--- config.mk ---
export PLATFORM = sky130hd
export DESIGN_NAME = up_down_counter_db
export DESIGN_NICKNAME = d
export VERILOG_FILES = /design/src/rtl/up_down_counter_db.sv
export SDC_FILE = /design/constraint.sdc
export NUM_CORES = 1
export LEC_CHECK = 0
export BUFFER_PORTS_ARGS = -buffer_cell sky130_fd_sc_hd__buf_2
export CORE_MARGIN = 5
export CORE_UTILIZATION = 60
export CTS_BUF_LIST = sky130_fd_sc_hd__clkbuf_4
export DETAILED_ROUTE_END_ITERATION = 7
export HOLD_SLACK_MARGIN = 0.12
export PLACE_DENSITY = 0.84
export RECOVER_POWER = 50
export REMOVE_ABC_BUFFERS = 1
export SLEW_MARGIN = 10
export SYNTH_ARGS = -nofsm -noshare
export SYNTH_HDL_FRONTEND = slang
export SYNTH_SLANG_ARGS = --single-unit
--- constraint.sdc ---
create_clock -name clk -period 3.25 [get_ports clk]
set_input_delay 0.1625 -clock clk [delete_from_list [all_inputs] [get_ports clk]]
set_output_delay 0.1625 -clock clk [all_outputs]
set_load 0.05 [all_outputs]
--- src/rtl/up_down_counter_db.sv ---
`default_nettype none
// ============================================================================
// Module      : up_down_counter_db
// Description : Up/down counter driven by two raw push-buttons. Each button
//               is synchronised (2 flops), debounced (DB_CYCLES stable
//               cycles) and edge-detected into a one-cycle step pulse. The
//               counter supports a synchronous parallel load, saturate or
//               wrap behaviour at the limits, and terminal-count flags.
// Ports       :
//   clk       in   1      system clock, all logic on posedge
//   rst       in   1      synchronous active-high reset
//   up        in   1      raw asynchronous up button, active-high
//   down      in   1      raw asynchronous down button, active-high
//   load      in   1      synchronous load strobe (already clean)
//   load_val  in   WIDTH  value to load (clamped to MAX_VAL)
//   count     out  WIDTH  current count (registered)
//   at_max    out  1      count == MAX_VAL (registered)
//   at_min    out  1      count == 0 (registered)
//   ovf       out  1      one-cycle pulse: up step taken at MAX_VAL
//   unf       out  1      one-cycle pulse: down step taken at 0
// Revision    : 1.0 - initial release
// ============================================================================
module up_down_counter_db #(
    parameter int WIDTH     = 3,
    parameter int MAX_VAL   = 2**WIDTH-1,
    parameter int DB_CYCLES = 4,
    parameter int WRAP      = 0
) (
    input  logic             clk,
    input  logic             rst,
    input  logic             up,
    input  logic             down,
    input  logic             load,
    input  logic [WIDTH-1:0] load_val,
    output logic [WIDTH-1:0] count,
    output logic             at_max,
    output logic             at_min,
    output logic             ovf,
    output logic             unf
);

    // Debounce counter runs 0..DB_CYCLES-1; the level toggles on the
    // DB_CYCLES-th consecutive differing sample.
    localparam int               c_DBW     = (DB_CYCLES > 1) ? $clog2(DB_CYCLES) : 1;
    localparam logic [c_DBW-1:0] c_DB_LAST = c_DBW'(DB_CYCLES - 1);
    localparam logic [WIDTH-1:0] c_MAX     = WIDTH'(MAX_VAL);

    // Channel 0 = up, channel 1 = down
    logic [1:0] w_raw;
    logic [1:0] w_step;

    assign w_raw = {down, up};

    genvar g;
    generate
        for (g = 0; g < 2; g++) begin : g_chan
            logic             r_sync1;
            logic             r_sync2;
            logic             r_db;
            logic             r_db_d;
            logic             r_step;
            logic [c_DBW-1:0] r_dbcnt;

            always_ff @(posedge clk) begin
                if (rst) begin
                    r_sync1 <= 1'b0;
                    r_sync2 <= 1'b0;
                    r_db    <= 1'b0;
                    r_db_d  <= 1'b0;
                    r_step  <= 1'b0;
                    r_dbcnt <= '0;
                end else begin
                    r_sync1 <= w_raw[g];
                    r_sync2 <= r_sync1;

                    // Any sample agreeing with the accepted level restarts
                    // the stability count, so short glitches never toggle.
                    if (r_sync2 == r_db) begin
                        r_dbcnt <= '0;
                    end else if (r_dbcnt == c_DB_LAST) begin
                        r_db    <= ~r_db;
                        r_dbcnt <= '0;
                    end else begin
                        r_dbcnt <= r_dbcnt + 1'b1;
                    end

                    // Press (rising edge of debounced level) only; releases
                    // and long holds generate nothing.
                    r_db_d <= r_db;
                    r_step <= r_db & ~r_db_d;
                end
            end

            assign w_step[g] = r_step;
        end
    endgenerate

    logic w_up_step;
    logic w_dn_step;

    assign w_up_step = w_step[0];
    assign w_dn_step = w_step[1];

    logic [WIDTH-1:0] r_count;
    logic             r_at_max;
    logic             r_at_min;
    logic             r_ovf;
    logic             r_unf;

    logic [WIDTH-1:0] w_next;
    logic             w_ovf;
    logic             w_unf;

    always_comb begin
        w_next = r_count;
        w_ovf  = 1'b0;
        w_unf  = 1'b0;
        if (load) begin
            // Load overrides any step arriving in the same cycle.
            w_next = (load_val > c_MAX) ? c_MAX : load_val;
        end else if (w_up_step && w_dn_step) begin
            // Opposing steps cancel.
            w_next = r_count;
        end else if (w_up_step) begin
            if (r_count == c_MAX) begin
                w_ovf = 1'b1;
                if (WRAP != 0) begin
                    w_next = '0;
                end
            end else begin
                w_next = r_count + 1'b1;
            end
        end else if (w_dn_step) begin
            if (r_count == '0) begin
                w_unf = 1'b1;
                if (WRAP != 0) begin
                    w_next = c_MAX;
                end
            end else begin
                w_next = r_count - 1'b1;
            end
        end
    end

    // Flags are computed from the next count so they always line up with
    // the registered count value.
    always_ff @(posedge clk) begin
        if (rst) begin
            r_count  <= '0;
            r_at_max <= 1'b0;
            r_at_min <= 1'b1;
            r_ovf    <= 1'b0;
            r_unf    <= 1'b0;
        end else begin
            r_count  <= w_next;
            r_at_max <= (w_next == c_MAX);
            r_at_min <= (w_next == '0);
            r_ovf    <= w_ovf;
            r_unf    <= w_unf;
        end
    end

    assign count  = r_count;
    assign at_max = r_at_max;
    assign at_min = r_at_min;
    assign ovf    = r_ovf;
    assign unf    = r_unf;

endmodule
`default_nettype wire
==> out/qor.txt <==
post-synthesis register bit count = 21
measured slew at the worst slew-check pin = 598 ps
fraction of layout cells with a size suffix above 1 = 0.235
via count = 621
FF-to-FF path depth = 7
Hold Path End = count[0]
core area = 1350 um2
Post-Syn Instances = 84
Reg power frac = 0.602
RSZ-0062 raised after global routing = no
ys async rst share = 0
switching share of power = 0.258
WS Path Type = reg -> reg
critical path arrival = 2200 ps
adder-cell share of the synthesized area = 0.0845
WL/cell = 13.0 um
Mapped Area = 888 um2
commonest cells after routing, fill and taps aside = dfxtp_1 (21), nor2_1 (14), buf_2 (11)
max cap viols = 0
dominant cells by area after synthesis = dfxtp_1 (47%), ha_1 (8.5%), nor2b_1 (6.3%)
first-pass GRT wire length = 2.64 mm
power per cell area = 442 nW/um2
P&R area growth vs syn = 13.7%
Final ANT Viol Nets = 0
Synth Area in Compound Gates = 0.158
initial antenna violation count = 0
Via density = 5.31
Worst path slowest cell = dfxtp_1
commonest non-fill, non-tap cell in the layout = dfxtp_1
Final Skew = 4.93 ps
DP Area = 968 um2
clk buf depth = 2
DR pass1 iterations = 4
CTS tree = yes
total gr overflow = 0
ys flop type = dfxtp_1
XOR/XNOR Fraction of Synth Area = 0.0197
Max VDD drop = 0.380 mV
final hold viol count = 0
fillcell total = 109
mux contribution to synthesized area = 0.0225
Finished Layout Cells = 117
n_diodes = 0
# IOs = 15
row count = 13
crit path cell chain = inv_1, ha_1, ha_1, nor3b_2, nor3b_1, a211oi_2, a31o_1
worst hold path stage count = 3
DRT iter0 DRCs = 14
Clk Latency, worst-skew pair = 300 ps
number of I/O port buffers = 14
simple-gate portion of the synthesized area = 0.203
final WL = 1.52 mm
Pint = 0.000331 W
Leakage = 0.445 nW
hold_sp = load_val[0]
Die Y-Extent = 48.5 um
All-Layer GR Usage = 0.143
H-tree depth = 1
total number of yosys warnings = 0
Max stage delay on crit path = 390 ps
Comb pwr share = 0.129
Slew Limit Fails = 0
Min-Delay Path Class = in -> reg
total CTS buffers = 3
Seq/Total Area, Yosys = 0.473
Startpoint Class = flip-flop
Post-synth EDFFs = 0
FF-to-FF Start = count[0]
vias in the first global route = 631
Max Fanout on Critical Path = 4
width of the die = 48.5 um
Setup TNS Final = 0 ps
largest family of logic cells by synthesized area = simple AND/OR/NAND/NOR gates
Yosys top cell area share = 0.473
multi-input logic area = 430 um2
synth unique cells = 28
DRC violations left = 0
Finished Cell Area = 1010 um2
Synth Area per Inst = 10.6 um2
hpwl dp = 1.19 mm
Root Buffer = clkbuf_4
Net Sw Power = 0.000115 W
R2R Path End = at_min
largest net degree at the start of global routing = 17
fmax = 514 MHz
final setup vio count = 0
reg-to-reg slack, setup = 1300 ps
Worst-path clk slew = 110 ps
part of the power in the clock network = 0.269
Yosys top cell by area = dfxtp_1
Initial Util = 0.658
Rel. slew slack = 0.603
total power = 0.000446 W
fin crit period = 1950 ps
clk sinks = 21
DP Cell Count = 111
die area = 2350 um2
most used cell, CP = ha_1
Worst EP required = 3500 ps
fin crit share = 0.599
FF+latch area = 420 um2
routability cong. = 0.861
Nets = 117
status = complete, no violations
WHS = 131 ps
CP Capture Type = flip-flop
-- cell usage after synthesis (2+ instances only) --
| cell type | instances |
|---|---|
| xnor2_1 | 2 |
| ha_1 | 6 |
| mux2i_1 | 2 |
| a21o_1 | 2 |
| inv_1 | 7 |
| nor2b_1 | 9 |
| nor2_1 | 14 |
| or3_1 | 2 |
| dfxtp_1 | 21 |
-- routing by layer --
| metal | up-vias | track usage | routed length, um |
|---|---|---|---|
| met3 | 4 | 0.0673 | 106 |
| li1 | 317 | - | - |
| met2 | 17 | 0.228 | 767 |
| met4 | 0 | 0.0717 | 27 |
| met5 | - | 0 | 0 |
| met1 | 283 | 0.156 | 616 |
-- area by class of cell --
cell class	instances	area share
Multi-Input combinational cell	54	0.426
Sequential cell	21	0.416
Timing Repair Buffer	16	0.0855
Inverter	7	0.0260
Clock buffer	3	0.0223
Tap cell	15	0.0186
Clock inverter	1	0.00496
-- how the worst max path moves through the flow --
stage                  start      to  slack [ps]
floorplan           count[0]  at_min        1080
global placement    count[0]  at_min        1430
detailed placement  count[0]  at_min        1330
CTS                 count[0]  at_min        1300
global route        count[1]  at_min        1160
finish              count[0]  at_min        1300
-- per-stage QoR --
stage | utilization | setup slack, ps
after floorplan | - | 1080
after global placement | 0.717 | 1430
after detailed placement | 0.717 | 1330
after CTS | 0.753 | 1300
after global routing | 0.748 | 1160
final | 0.748 | 1300
-- cell families after synthesis --
group	Yosys count
AND/OR/NAND/NOR	32
multiplexers	2
AO/OA/AOI/OAI	12
adder cells (fa/ha/maj)	6
buffers and inverters	9
flip-flops	21
XOR/XNOR	2
-- power groups by stage --
stage / Clock [W] / Sequential (W) / Combinational, W
2_1_floorplan: 0 / 0.000287 / 0.0000257
3_3_place_gp: 0 / 0.000274 / 0.0000544
3_5_place_dp: 0 / 0.000274 / 0.0000566
4_1_cts: 0.000125 / 0.000269 / 0.0000586
5_1_grt: 0.000136 / 0.000270 / 0.0000638
6_report: 0.000120 / 0.000269 / 0.0000576
-- critical path: cells and delay by family, from the launching register on --
kind,cells,cell delay (ps)
compound gates,2,500
fa+ha+maj,2,450
simple gates,2,450
flops,1,390
buf+inv,1,100
-- flip-flops by register name (all words and copies together), names as in the netlist, 2 cells and up --
signal,cells
g_chan.r_db,2
count,3
g_chan.r_step,2
g_chan.r_sync1,2
g_chan.r_sync2,2
g_chan.r_db_d,2
g_chan.r_dbcnt,4
-- what timing repair did --
action,CTS,global route
resized for setup,0,0
endpoints found under the hold margin,2,0
setup buffers,0,0
hold buffers,2,0
Note: power is estimated with default switching activity, not from simulation.
